### src/rtl/mem_arbiter.sv
// rtl/mem_arbiter.sv - round-robin arbiter sharing one memory read/write port among LSU consumers
module mem_arbiter #(
    parameter int NUM_CONSUMERS = 4,
    parameter int ADDR_BITS     = 8,
    parameter int DATA_BITS     = 8
) (
    input  logic                                 clk,
    input  logic                                 reset,
    input  logic [NUM_CONSUMERS-1:0]             consumer_read_valid,
    input  logic [NUM_CONSUMERS*ADDR_BITS-1:0]   consumer_read_address,
    output logic [NUM_CONSUMERS-1:0]             consumer_read_ready,
    output logic [NUM_CONSUMERS*DATA_BITS-1:0]   consumer_read_data,
    input  logic [NUM_CONSUMERS-1:0]             consumer_write_valid,
    input  logic [NUM_CONSUMERS*ADDR_BITS-1:0]   consumer_write_address,
    input  logic [NUM_CONSUMERS*DATA_BITS-1:0]   consumer_write_data,
    output logic [NUM_CONSUMERS-1:0]             consumer_write_ready,
    output logic                                 mem_read_valid,
    output logic [ADDR_BITS-1:0]                 mem_read_address,
    input  logic                                 mem_read_ready,
    input  logic [DATA_BITS-1:0]                 mem_read_data,
    output logic                                 mem_write_valid,
    output logic [ADDR_BITS-1:0]                 mem_write_address,
    output logic [DATA_BITS-1:0]                 mem_write_data,
    input  logic                                 mem_write_ready
);
    localparam int CW = (NUM_CONSUMERS > 1) ? $clog2(NUM_CONSUMERS) : 1;

    typedef enum logic [2:0] {
        IDLE,
        READ_WAITING,
        WRITE_WAITING,
        READ_RELAYING,
        WRITE_RELAYING
    } state_t;

    state_t                                  state_q, state_d;
    logic [CW-1:0]                           cur_q, cur_d;
    logic [CW-1:0]                           last_q, last_d;
    logic                                    mem_rd_valid_q, mem_rd_valid_d;
    logic [ADDR_BITS-1:0]                    mem_rd_addr_q, mem_rd_addr_d;
    logic                                    mem_wr_valid_q, mem_wr_valid_d;
    logic [ADDR_BITS-1:0]                    mem_wr_addr_q, mem_wr_addr_d;
    logic [DATA_BITS-1:0]                    mem_wr_data_q, mem_wr_data_d;
    logic [NUM_CONSUMERS-1:0]                rd_ready_q, rd_ready_d;
    logic [NUM_CONSUMERS-1:0]                wr_ready_q, wr_ready_d;
    logic [NUM_CONSUMERS-1:0][DATA_BITS-1:0] rd_data_q, rd_data_d;

    logic [NUM_CONSUMERS-1:0][ADDR_BITS-1:0] rd_addr_v;
    logic [NUM_CONSUMERS-1:0][ADDR_BITS-1:0] wr_addr_v;
    logic [NUM_CONSUMERS-1:0][DATA_BITS-1:0] wr_data_v;

    logic                                    grant_found;
    logic                                    grant_read;
    logic [CW-1:0]                           grant_idx;
    logic [CW-1:0]                           cand;

    assign rd_addr_v = consumer_read_address;
    assign wr_addr_v = consumer_write_address;
    assign wr_data_v = consumer_write_data;

    // Search begins one past the last served consumer so every requester is reached within N grants.
    always_comb begin
        grant_found = 1'b0;
        grant_read  = 1'b0;
        grant_idx   = '0;
        cand        = '0;
        for (int off = 1; off <= NUM_CONSUMERS; off++) begin
            cand = CW'((int'(last_q) + off) % NUM_CONSUMERS);
            if (!grant_found && (consumer_read_valid[cand] || consumer_write_valid[cand])) begin
                grant_found = 1'b1;
                grant_idx   = cand;
                grant_read  = consumer_read_valid[cand];
            end
        end
    end

    always_comb begin
        state_d        = state_q;
        cur_d          = cur_q;
        last_d         = last_q;
        mem_rd_valid_d = mem_rd_valid_q;
        mem_rd_addr_d  = mem_rd_addr_q;
        mem_wr_valid_d = mem_wr_valid_q;
        mem_wr_addr_d  = mem_wr_addr_q;
        mem_wr_data_d  = mem_wr_data_q;
        rd_ready_d     = rd_ready_q;
        wr_ready_d     = wr_ready_q;
        rd_data_d      = rd_data_q;
        case (state_q)
            IDLE: begin
                if (grant_found) begin
                    cur_d = grant_idx;
                    if (grant_read) begin
                        mem_rd_valid_d = 1'b1;
                        mem_rd_addr_d  = rd_addr_v[grant_idx];
                        state_d        = READ_WAITING;
                    end else begin
                        mem_wr_valid_d = 1'b1;
                        mem_wr_addr_d  = wr_addr_v[grant_idx];
                        mem_wr_data_d  = wr_data_v[grant_idx];
                        state_d        = WRITE_WAITING;
                    end
                end
            end
            READ_WAITING: begin
                if (mem_read_ready) begin
                    mem_rd_valid_d    = 1'b0;
                    rd_data_d[cur_q]  = mem_read_data;
                    rd_ready_d[cur_q] = 1'b1;
                    state_d           = READ_RELAYING;
                end
            end
            WRITE_WAITING: begin
                if (mem_write_ready) begin
                    mem_wr_valid_d    = 1'b0;
                    wr_ready_d[cur_q] = 1'b1;
                    state_d           = WRITE_RELAYING;
                end
            end
            // Ready stays up until the consumer withdraws its request.
            READ_RELAYING: begin
                if (!consumer_read_valid[cur_q]) begin
                    rd_ready_d[cur_q] = 1'b0;
                    last_d            = cur_q;
                    state_d           = IDLE;
                end
            end
            WRITE_RELAYING: begin
                if (!consumer_write_valid[cur_q]) begin
                    wr_ready_d[cur_q] = 1'b0;
                    last_d            = cur_q;
                    state_d           = IDLE;
                end
            end
            default: state_d = IDLE;
        endcase
    end

    always_ff @(posedge clk or posedge reset) begin
        if (reset) begin
            state_q        <= IDLE;
            cur_q          <= '0;
            last_q         <= CW'(NUM_CONSUMERS - 1);
            mem_rd_valid_q <= 1'b0;
            mem_rd_addr_q  <= '0;
            mem_wr_valid_q <= 1'b0;
            mem_wr_addr_q  <= '0;
            mem_wr_data_q  <= '0;
            rd_ready_q     <= '0;
            wr_ready_q     <= '0;
            rd_data_q      <= '0;
        end else begin
            state_q        <= state_d;
            cur_q          <= cur_d;
            last_q         <= last_d;
            mem_rd_valid_q <= mem_rd_valid_d;
            mem_rd_addr_q  <= mem_rd_addr_d;
            mem_wr_valid_q <= mem_wr_valid_d;
            mem_wr_addr_q  <= mem_wr_addr_d;
            mem_wr_data_q  <= mem_wr_data_d;
            rd_ready_q     <= rd_ready_d;
            wr_ready_q     <= wr_ready_d;
            rd_data_q      <= rd_data_d;
        end
    end

    assign consumer_read_ready  = rd_ready_q;
    assign consumer_write_ready = wr_ready_q;
    assign consumer_read_data   = rd_data_q;
    assign mem_read_valid       = mem_rd_valid_q;
    assign mem_read_address     = mem_rd_addr_q;
    assign mem_write_valid      = mem_wr_valid_q;
    assign mem_write_address    = mem_wr_addr_q;
    assign mem_write_data       = mem_wr_data_q;

endmodule
### config.mk
export PLATFORM = sky130hd
export DESIGN_NAME = mem_arbiter
export DESIGN_NICKNAME = d
export VERILOG_FILES = /design/src/rtl/mem_arbiter.sv
export SDC_FILE = /design/constraint.sdc
export NUM_CORES = 1
export LEC_CHECK = 0
export ABC_AREA = 1
export CORE_AREA = 2 2 106 108
export CTS_CLUSTER_SIZE = 16
export DETAILED_ROUTE_END_ITERATION = 10
export DIE_AREA = 0 0 108 110
export PLACE_DENSITY_LB_ADDON = 0.12
export SETUP_SLACK_MARGIN = 0.4
export SYNTH_ARGS = -nofsm -noshare
export SYNTH_HDL_FRONTEND = slang
export SYNTH_SLANG_ARGS = --single-unit
### constraint.sdc
create_clock -name clk -period 5.1 [get_ports clk]
set_input_delay 0.51 -clock clk [delete_from_list [all_inputs] [get_ports clk]]
set_output_delay 0.51 -clock clk [all_outputs]
set_load 0.01 [all_outputs]
# After elaboration in Yosys (flattened, before gate mapping)
# Cells that the tools add are included.
[totals]
register_bits = 73
latchBits = 0
mem_bits_rw = 0
romBits = 0
inputBits = 116
out_inout_bits = 66
wordCells = 136
mem_count = 0
[classes]
add_sub_neg = 4
n_mul = 0
div_mod_pow = 0
n_lt_le_gt_ge = 7
n_eq_ne = 11
shift = 0
mux = 67
n_bitwise = 6
n_reduce_logical = 27
[op_table]
columns = ["op", "count"]
rows = [
  ["$bmux 8 s2", 3],
  ["$bwmux 32", 1],
  ["$mux 8", 4],
  ["$mux 1", 25],
  ["$bmux 1 s2", 10],
  ["$lt 2x3->1 const B", 6],
  ["$demux 8 s2", 1],
  ["$mux 4", 4],
  ["$pmux 4 s2", 2],
  ["$mux 3", 5],
  ["$pmux 3 s5", 1],
  ["$reduce_and 3->1", 5],
  ["$mux 2", 7],
  ["$ne 2x2->1 const B", 7],
  ["$reduce_bool 2->1", 5],
  ["$and 4x4->4", 2],
  ["$or 4x4->4", 2],
  ["$reduce_and 4->1", 2],
  ["$eq 3x2->1 const B", 2],
  ["$reduce_and 5->1", 1],
  ["$add 2x1->2 const B", 2],
  ["$add 2x2->2 const B", 2],
  ["$logic_and 1x1->1", 4],
  ["$logic_or 1x1->1", 4],
  ["other kinds (11)", 15],
]

# Longest topological paths before layout
# Gate-level depths: netlist of run 1.
[depth]
depth_word = 17
depth_mapped = 19
ltp_nobuf = 16

# Worst setup path after synthesis of run 1
# OpenSTA, ideal clock, no wires.
[synth_timing]
kind = "reg2reg"
startpoint = "reg, netlist name last_q[0]"
endpoint = "reg rd_data_q (netlist bit consumer_read_data[16])"
setup_time_ns = 0.122
arrival_time_ns = 2.017
required_time_ns = 4.978
path_slack_ns = 2.961
path_stages_with_launch = 16
path_buffers = 2
synth_period_minus_slack_ns = 2.139
path_cell_list = "dfstp_2 inv_2 buf_6 nand2_2 nand2_2 nand2_1 nand2_2 nand2_2 nor2_4 nand3_4 nor2_2 nor3_4 nand2_4 buf_6 nand2_1 o21ai_1"
[synth_rtl]
columns = ["element", "line_no", "text"]
rows = [
  ["to (signal assigned)", "163", "rd_data_q <= rd_data_d;"],
  ["to (decl)", "46", "logic [NUM_CONSUMERS-1:0][DATA_BITS-1:0] rd_data_q, rd_data_d;"],
]

# Final worst setup path of run 1
[layout_timing]
startpoint = "reg last_q[0]"
endpoint = "reg mem_wr_addr_q[2] (netlist: mem_write_address[2])"
[layout_between]
elab_chain_cells = 16
elab_cells_between_ends = 46
classes_between = "add/sub (4); mux (30); bitwise (1); reduce/logical (11)"
[layout_rtl]
columns = ["element", "line_no", "text"]
rows = [
  ["from (decl)", "38", "logic [CW-1:0] last_q, last_d;"],
  ["from (signal assigned)", "143", "last_q <= CW'(NUM_CONSUMERS - 1);"],
  ["from (signal assigned)", "155", "last_q <= last_d;"],
  ["$add 2x1->2", "68", "cand = CW'((int'(last_q) + off) % NUM_CONSUMERS);"],
  ["$bmux 1 s2, on equally long branches", "69, 72", ""],
  ["$mux 1, on equally long branches", "69, 72", ""],
  ["$logic_or 1x1->1", "69", "if (!grant_found && (consumer_read_valid[cand] || consumer_write_valid[cand])) begin"],
  ["$mux 1", "69", ""],
  ["$logic_not 1->1", "69", ""],
  ["$logic_and 1x1->1", "69", ""],
  ["$mux 1", "69", ""],
  ["$logic_not 1->1", "69", ""],
  ["$logic_and 1x1->1", "69", ""],
  ["$mux 1", "69", ""],
  ["$logic_not 1->1", "69", ""],
  ["$logic_and 1x1->1", "69", ""],
  ["$mux 2 or $mux 1 (tied branches)", "69", ""],
  ["$bmux 8 s2 or $not 1->1 (tied branches)", "--", ""],
  ["$mux 8 (implied by the code) or $reduce_and 3->1 (tied branches)", "--", ""],
  ["to (signal assigned)", "159", "mem_wr_addr_q <= mem_wr_addr_d;"],
  ["to (decl)", "42", "logic [ADDR_BITS-1:0] mem_wr_addr_q, mem_wr_addr_d;"],
]
# Several ways; a longest one is shown, not always the timed one. The select of a mux whose other input is x is not followed.
# A chain may end at the register's enable or synchronous reset.

==> results of run 1 <==
==> metrics by stage <==
stage | power (mW) | util | instances | area (um2) | hold slack [ns]
6_report | 4.38 | 0.632 | 1013 | 6760 | 0.488
5_1_grt | 4.79 | 0.632 | 1013 | 6760 | 0.513
4_1_cts | 4.39 | 0.632 | 1013 | 6760 | 0.487
3_5_place_dp | 3.84 | 0.610 | 997 | 6530 | 0.468
3_3_place_gp | 3.76 | 0.610 | 997 | 6530 | 0.465
2_1_floorplan | 2.92 | - | 707 | 4720 | 0.502
==> cell families (layout without fill, tap and decap cells) <==
| kind of cell | after synthesis | after routing | share of synthesized area |
|---|---|---|---|
| simple gates | 404 | 404 | 0.387 |
| buf+inv | 167 | 333 | 0.150 |
| flops | 73 | 73 | 0.387 |
| compound gates | 63 | 63 | 0.0755 |
==> Yosys cell counts <==
cell type and n:
nand3_1 62, nor3_4 1, o31ai_1 4, nor2_2 2, nand3_4 1, nand3b_1 1
and2_1 1, a21oi_1 2, nand2_4 4, o21ai_2 5, nand2_1 253, inv_1 124
nand3_2 1, and2_0 1, nor2_4 1, dfrtp_1 71, clkbuf_1 6, buf_2 19
o21ai_0 12, nand2_2 8, inv_2 7, o211ai_1 2, clkinv_1 2, a22oi_1 2
dfstp_2 2, nor2_1 13, nor3_1 6, buf_6 7, nand4_1 49, buf_4 2
o21ai_1 35, o21a_1 1
==> power breakdown <==
| part | internal [mW] | leakage, nW | switching, mW |
|---|---|---|---|
| Combinational | 1.12 | 2.52 | 1.66 |
| Sequential | 0.867 | 0.907 | 0.198 |
| Clock | 0.296 | 0.118 | 0.235 |
==> worst paths after layout <==
check / startpoint / endpoint / slack, ns / cells after the start
worst max-delay path: last_q[0] / mem_write_address[2] / 1.42 / 15
worst min-delay path: mem_write_data[7] / mem_write_data[7] / 0.49 / 2
worst max register to register: last_q[0] / mem_write_address[2] / 1.42 / 15
worst min register to register: mem_write_data[7] / mem_write_data[7] / 0.49 / 2
max in group asynchronous: reset / state_q[2] / 3.72 / 3
min in group asynchronous: reset / mem_write_data[4] / 0.76 / 3
==> cell type report <==
class,count,area [um2],area share
Clock buffer,10,138,0.0204
Tap cell,140,175,0.0259
Clock inverter,6,95.1,0.0141
Timing Repair Buffer,184,1830,0.271
Inverter,133,500,0.0740
Multi-Input combinational cell,467,2190,0.324
Sequential cell,73,1830,0.271
==> worst max-delay path: stages (launching register included) <==
cell     delay [ns]
dfstp_2        0.70
inv_2          0.17
nand2_1        0.09
nand2_1        0.14
nand2_1        0.10
nand2_1        0.09
nor2_2         0.22
o21ai_1        0.10
nand2_2        0.06
buf_4          0.42
nand3_2        0.85
nand2_1        0.31
nand3_1        0.13
nand2_1        0.08
nand2_1        0.05
nand2_1        0.07
==> routing by layer <==
layer,vias up,global-route usage
li1,2542,-
met4,0,0.0696
met1,2305,0.309
met2,222,0.429
met5,-,0
met3,14,0.0623
==> flow_metrics.tcl, run 1 <==
set metrics [dict create \
    yosys.area.top_type "dfrtp_1" \
    avgSynthCellArea_um2 6.68 \
    status "finished, final reports clean" \
    initial_core_util 0.442 \
    relSlewSlack 0.369 \
    synth_cell_types 32 \
    wl_met3_um 1350 \
    via_count 5083 \
    path_max_fanout 49 \
    wire_per_inst_um 14.5 \
    dr_wl_met2_um 6990 \
    fillers 968 \
    synth_top_area_share 0.376 \
    ioPinCount 182 \
    crit_arrival_ns 3.96 \
    preCtsSetupSlack_ns 1.50 \
    hold_viol_final 0 \
    power.leakage_nw 3.55 \
    drv_slew 0 \
    setup_violations 0 \
    tightest_slew_ns 0.945 \
    cts_setup_buffers 0 \
    cts_root_buf "clkbuf_8" \
    dp_hpwl_um 10700 \
    gp_congestion 0.898 \
    cts_tree "done" \
    grt_usage 0.248 \
    synth-seq-cells 73 \
    routed.top_layer "met4" \
    synth.net_count 823 \
    grt_max_degree 74 \
    synth_area_leaders "dfrtp_1 (38%), nand2_1 (20%), inv_1 (9.9%)" \
    criticalPathCategory "flip-flop to flip-flop" \
    clk_pin_slew_ns 0.08 \
    design.core.area_mm2 0.0107 \
    seq_area_frac_synth 0.387 \
    grt_pass1_wl_um 23200 \
    clock_path_buffers 2 \
    drt_drc_violations_left 0 \
    end_kind "flip-flop" \
    powerDensity_mw_per_mm2 647 \
    fin_nets 984 \
    initialDrtViolationCount 328 \
    clock_sinks 73 \
    vias_per_cell 5.02 \
    met1_length_um 6200 \
    drv_cap 0 \
    synth_area_mm2 0.00472 \
    fin_crit_ns 3.68 \
    mostFrequentLayoutCell "nand2_1" \
    cp_data_required_time_ns 5.39 \
    hold_buffers 0 \
    postSynthCellCount 707 \
    post-route-period-util 0.721 \
    finalWorstSetupSlack_ns 1.42 \
    start_kind "flip-flop" \
    rsz0062_at_grt "no" \
    fp.dieW_um 108 \
    cts_htree_levels 3 \
    gr-total-overflow 0 \
    num_rows 38 \
    antenna_left 0 \
    diodes 0 \
    clk_latency_ns 0.35 \
    dieArea_mm2 0.0119 \
    fin_tns_setup_ns 0 \
    fmax_mhz 272 \
    fin_skew_ns 0.00854 \
    antenna_found_initial 0 \
    ir_worst_vdd_v 0.000338 \
    grt_pass1_vias 4959 \
    port_buffers 181 \
    synth_warnings 0 \
    firstDrtPassIters 5 \
    drive_above_1_share 0.0619 \
    die_y_um 110 \
    cts_resized 0 \
    min_path_type "flip-flop to flip-flop" \
    syn_to_final_growth_pct 43.1 \
    routed_wl_um 14700 \
    final_cell_mix "nand2_1 (251), clkdlybuf4s50_1 (181), inv_1 (123), dfrtp_1 (71), nand3_1 (62)" \
    numCtsBuffers 9 \
]
Note: power is estimated with default switching activity, not from simulation.
==> run 2: changes to the inputs <==
==> constraint.sdc (replaced) <==
create_clock -name clk -period 3.65 [get_ports clk]
set_input_delay 0.365 -clock clk [delete_from_list [all_inputs] [get_ports clk]]
set_output_delay 0.365 -clock clk [all_outputs]
set_load 0.01 [all_outputs]
==> run 2 against run 1 <==
  * Core utilization is 0.059 points lower
  * Sequential power is 41% higher
  * Hold slack hardly changed
  * Largest power group unchanged
==> flow_metrics.tcl, run 2 (synthesis results as in run 1) <==
set metrics [dict create \
    status "finished, final reports clean" \
    cp_data_required_time_ns 3.94 \
    dp_hpwl_um 10800 \
    via_count 5175 \
    relSlewSlack 0.391 \
    hold_viol_final 0 \
    crit_arrival_ns 3.09 \
    powerDensity_mw_per_mm2 893 \
    rsz0062_at_grt "no" \
    crit_path_frequent_cell "nand2_1" \
    fin_nets 988 \
    stdcell_count 1017 \
    fin_tns_setup_ns 0 \
    clock_path_buffers 2 \
    ioPinCount 182 \
    antenna_left 0 \
    final_cell_mix "nand2_1 (251), clkdlybuf4s50_1 (181), inv_1 (123), dfrtp_1 (71), nand3_1 (62)" \
    seqPwrFrac 0.248 \
    num_rows 38 \
    numCtsBuffers 9 \
    max_stage_delay_ns 0.69 \
    syn_to_final_growth_pct 43.0 \
    grt_pass1_vias 4970 \
    fp.dieW_um 108 \
    firstDrtPassIters 5 \
    mostFrequentLayoutCell "nand2_1" \
    min_path_type "flip-flop to flip-flop" \
    cts_htree_levels 3 \
    crit_family "simple AND/OR/NAND/NOR gates" \
    criticalPathCategory "flip-flop to flip-flop" \
    drv_cap 0 \
    cts_root_buf "clkbuf_8" \
    internal_power_mw 3.11 \
    dieArea_mm2 0.0119 \
    power.leakage_nw 3.55 \
    post-route-period-util 0.769 \
    start_kind "flip-flop" \
    tightest_slew_ns 0.912 \
    grt_pass1_wl_um 23800 \
    power_frac_clock 0.105 \
    gr-total-overflow 0 \
    gp_congestion 0.878 \
    cts_resized 0 \
    fin_crit_ns 2.81 \
    grt_max_degree 54 \
    clk_pin_slew_ns 0.08 \
    clock_sinks 73 \
    antenna_found_initial 0 \
    cpMaxStageDelayCell "dfstp_2" \
    diodes 0 \
    end_kind "flip-flop" \
    fin_skew_ns 0.00858 \
    grt_usage 0.251 \
    drv_slew 0 \
    drt_drc_violations_left 0 \
    place_inst 1001 \
    initial_core_util 0.442 \
    wire_per_inst_um 14.4 \
    routed_wl_um 14700 \
    drive_above_1_share 0.0650 \
    setup_violations 0 \
    design.core.area_mm2 0.0107 \
    p_total_mw 6.03 \
    cts_setup_buffers 0 \
    swShare 0.484 \
    vias_per_cell 5.09 \
    initialDrtViolationCount 288 \
    crit_buf_inv 2 \
    p_switching_mw 2.92 \
    path_max_fanout 25 \
    cts_tree "done" \
    port_buffers 181 \
    ir_worst_vdd_v 0.000443 \
    crit_chain "inv_2, nand2_1, nand2_1, nand2_1, nand2_1, nor2_2, o21ai_1, nand2_2, nand3_2, buf_4, nand2_1, nand3_1, nand2_1, nand2_1, nand2_1" \
    die_y_um 110 \
    hold_buffers 0 \
    pwr-share-comb 0.648 \
    fmax_mhz 356 \
    clk_latency_ns 0.35 \
]
-- run 2: metal layers --
metal	GRT usage	part of all wire	vias up	wire [um]
li1	-	-	2548	-
met1	0.318	0.43	2408	6350
met2	0.422	0.46	199	6750
met3	0.0682	0.089	20	1300
met4	0.0714	0.019	0	272
met5	0	0	-	0
-- run 2: worst paths after layout --
| check | startpoint | slack, ns | end | cells after the start |
|---|---|---|---|---|
| max in group asynchronous | reset | 2.31 | mem_read_address[2] | 3 |
| hold reg to reg | mem_read_address[3] | 0.49 | mem_read_address[3] | 2 |
| setup / recovery | last_q[0] | 0.84 | mem_write_data[6] | 15 |
| hold / removal | mem_read_address[3] | 0.49 | mem_read_address[3] | 2 |
| min in group asynchronous | reset | 0.51 | mem_write_address[1] | 2 |
| setup reg to reg | last_q[0] | 0.84 | mem_write_data[6] | 15 |
-- run 2: final cells by class --
type | instances | area [um2]
Multi-Input combinational cell | 467 | 2190
Timing Repair Buffer | 188 | 1860
Fill cell | 1036 | 3940
Sequential cell | 73 | 1830
Clock inverter | 6 | 68.8
Inverter | 133 | 500
Tap cell | 140 | 175
Clock buffer | 10 | 128
-- run 2: through the flow --
stage               instance area [um2]  hold slack (ns)   util  worst slack, ns
CTS                                6760            0.487  0.631            0.837
floorplan                          4720            0.502      -             1.44
global route                       6760            0.497  0.631            0.493
finish                             6760            0.489  0.631            0.843
global placement                   6560            0.464  0.613            0.905
detailed placement                 6560            0.467  0.613            0.848
-- run 2: power by group through the flow --
stage | combinational, mW | sequential, mW | clock, mW
2_1_floorplan | 2.51 | 1.57 | 0
3_3_place_gp | 3.83 | 1.49 | 0
3_5_place_dp | 3.90 | 1.50 | 0
4_1_cts | 3.91 | 1.49 | 0.646
5_1_grt | 4.40 | 1.54 | 0.682
6_report | 3.91 | 1.49 | 0.632
-- run 2: worst register-to-register path, stage by stage (launching register included) --
cell	delay, ns
dfstp_2	0.69
inv_2	0.15
nand2_1	0.08
nand2_1	0.12
nand2_1	0.09
nand2_1	0.09
nor2_2	0.23
o21ai_1	0.10
nand2_2	0.08
nand3_2	0.41
buf_4	0.37
nand2_1	0.07
nand3_1	0.06
nand2_1	0.09
nand2_1	0.05
nand2_1	0.07
==> run 3: changes to the inputs <==
==> constraint.sdc (replaced) <==
create_clock -name clk -period 2.8 [get_ports clk]
set_input_delay 0.28 -clock clk [delete_from_list [all_inputs] [get_ports clk]]
set_output_delay 0.28 -clock clk [all_outputs]
set_load 0.01 [all_outputs]
==> run 3 against run 2 <==
  * Hold slack got worse by 0.16 ns
  * Die area did not move
  * Critical path depth rose by 1
  * Largest cell class unchanged
==> flow_metrics.tcl, run 3 (synthesis results as in run 1) <==
set metrics [dict create \
    status "finished, final reports clean" \
    stdcell_count 1058 \
    clock_sinks 73 \
    ir_worst_vdd_v 0.000673 \
    ioPinCount 182 \
    reg2reg_slack_ns 0.36 \
    drv_slew 0 \
    crit_path_frequent_cell "nand2_4" \
    die_y_um 110 \
    syn_to_final_growth_pct 61.0 \
    place_area_mm2 0.00664 \
    vias_per_cell 5.21 \
    dp_hpwl_um 11100 \
    post-route-period-util 0.872 \
    antenna_left 0 \
    busiest_layer "met2" \
    p_total_mw 9.84 \
    cts_htree_levels 3 \
    fmax_mhz 410 \
    hold_buffers 0 \
    powerDensity_mw_per_mm2 1290 \
    wire_per_inst_um 16.2 \
    drt_drc_violations_left 0 \
    gp_congestion 0.872 \
    power.leakage_nw 3.88 \
    via_count 5517 \
    tightest_slew_ns 0.786 \
    rsz0062_at_grt "yes" \
    final_cell_mix "nand2_1 (212), clkdlybuf4s50_1 (181), inv_1 (120), dfrtp_1 (71), nand3_1 (51)" \
    grt_pass1_wl_um 24100 \
    r2r-end "mem_write_data[1]" \
    end_kind "flip-flop" \
    r2r_cells 16 \
    fin_crit_ns 2.44 \
    place_inst 1008 \
    antenna_found_initial 0 \
    fp.dieW_um 108 \
    drv_cap 0 \
    fin_skew_ns 0.00975 \
    numCtsBuffers 9 \
    criticalPathCategory "flip-flop to flip-flop" \
    met2_usage 0.445 \
    drive_above_1_share 0.171 \
    port_buffers 181 \
    grt_pass1_vias 5141 \
    gr-total-overflow 0 \
    firstDrtPassIters 5 \
    num_rows 38 \
    path_max_fanout 7 \
    hold-worst-slack_ns 0.332 \
    r2r-start "last_q[0]" \
    mostFrequentLayoutCell "nand2_1" \
    crit_arrival_ns 2.69 \
    initialDrtViolationCount 394 \
    cp.depth 16 \
    fin_tns_setup_ns 0 \
    relSlewSlack 0.474 \
    design.core.area_mm2 0.0107 \
    grt_max_degree 50 \
    hold_viol_final 0 \
    min_path_type "input pin to asynchronous set/reset pin" \
    crit_buf_inv 3 \
    start_kind "flip-flop" \
    clock_path_buffers 2 \
    dieArea_mm2 0.0119 \
    diodes 0 \
    grt_use_met1 0.305 \
    setup_violations 0 \
    grt_usage 0.255 \
    initial_core_util 0.442 \
    fin_nets 1029 \
    cpMaxStageDelayCell "dfstp_2" \
    cts_root_buf "clkbuf_8" \
    use_met3 0.0811 \
    routed_wl_um 17100 \
    startpoint "last_q[0]" \
    clk_pin_slew_ns 0.09 \
    crit_chain "buf_6, buf_12, nand2_4, nand2_8, nand2_2, nand2_2, nand2_4, nor2_4, buf_4, nand3_1, nand2_4, nand2_4, nand3_1, nand2_1, nand2_1, nand2_1" \
    clk_latency_ns 0.36 \
    crit_family "simple AND/OR/NAND/NOR gates" \
    finalInstanceArea_mm2 0.00761 \
    cp_data_required_time_ns 3.04 \
    max_stage_delay_ns 0.62 \
    cts_tree "done" \
]
## run 3: changes by cell type in the layout (fill, tap and decap cells not counted), sizes merged
cell | previous run | this run
clkinvlp | 1 | 2
buf | 7 | 38
inv | 130 | 132
nand2 | 265 | 272
clkbuf | 10 | 12
clkinv | 7 | 5
## run 3: what timing repair did
action	4_1_cts	5_1_grt
buffers inserted	6	16
cloned	0	12
gates resized for setup	2	102
pin swaps	0	24
setup endpoints to repair	57	63
## run 3: area by class of cell
class | instances | area (um2)
Timing Repair Buffer | 222 | 2260
Clock buffer | 9 | 124
Clock inverter | 7 | 83.8
Fill cell | 862 | 3090
Sequential cell | 73 | 1830
Multi-Input combinational cell | 474 | 2630
Tap cell | 140 | 175
Inverter | 133 | 512
## run 3: how the worst max path moves through the flow
stage / to
2_1_floorplan: consumer_read_data[16]
3_3_place_gp: mem_write_address[5]
3_5_place_dp: mem_write_address[5]
4_1_cts: mem_write_data[4]
5_1_grt: consumer_read_data[12]
6_report: mem_write_data[1]
## run 3: per-stage QoR
| step | setup WS (ns) | util |
|---|---|---|
| after global placement | 0.207 | 0.620 |
| after floorplan | 0.661 | - |
| after global routing | 0.246 | 0.711 |
| after CTS | 0.415 | 0.646 |
| after detailed placement | 0.187 | 0.620 |
| final | 0.358 | 0.711 |
## run 3: report_power, final
group	total (mW)	switching, mW	internal [mW]
logic	7.00	3.97	3.03
clock network	0.891	0.462	0.429
registers	1.95	0.368	1.58
total	9.84	4.80	5.03
## run 3: worst register-to-register path, cell delays in order (launching register included)
cell	delay [ns]
dfstp_2	0.62
buf_6	0.13
buf_12	0.10
nand2_4	0.06
nand2_8	0.09
nand2_2	0.06
nand2_2	0.10
nand2_4	0.08
nor2_4	0.23
buf_4	0.15
nand3_1	0.11
nand2_4	0.21
nand2_4	0.14
nand3_1	0.11
nand2_1	0.06
nand2_1	0.05
nand2_1	0.04
## run 3: layer usage
metal	vias to the layer above	wire length, um
li1	2647	-
met1	2560	6650
met2	264	8230
met3	46	1640
met4	0	582
met5	-	0
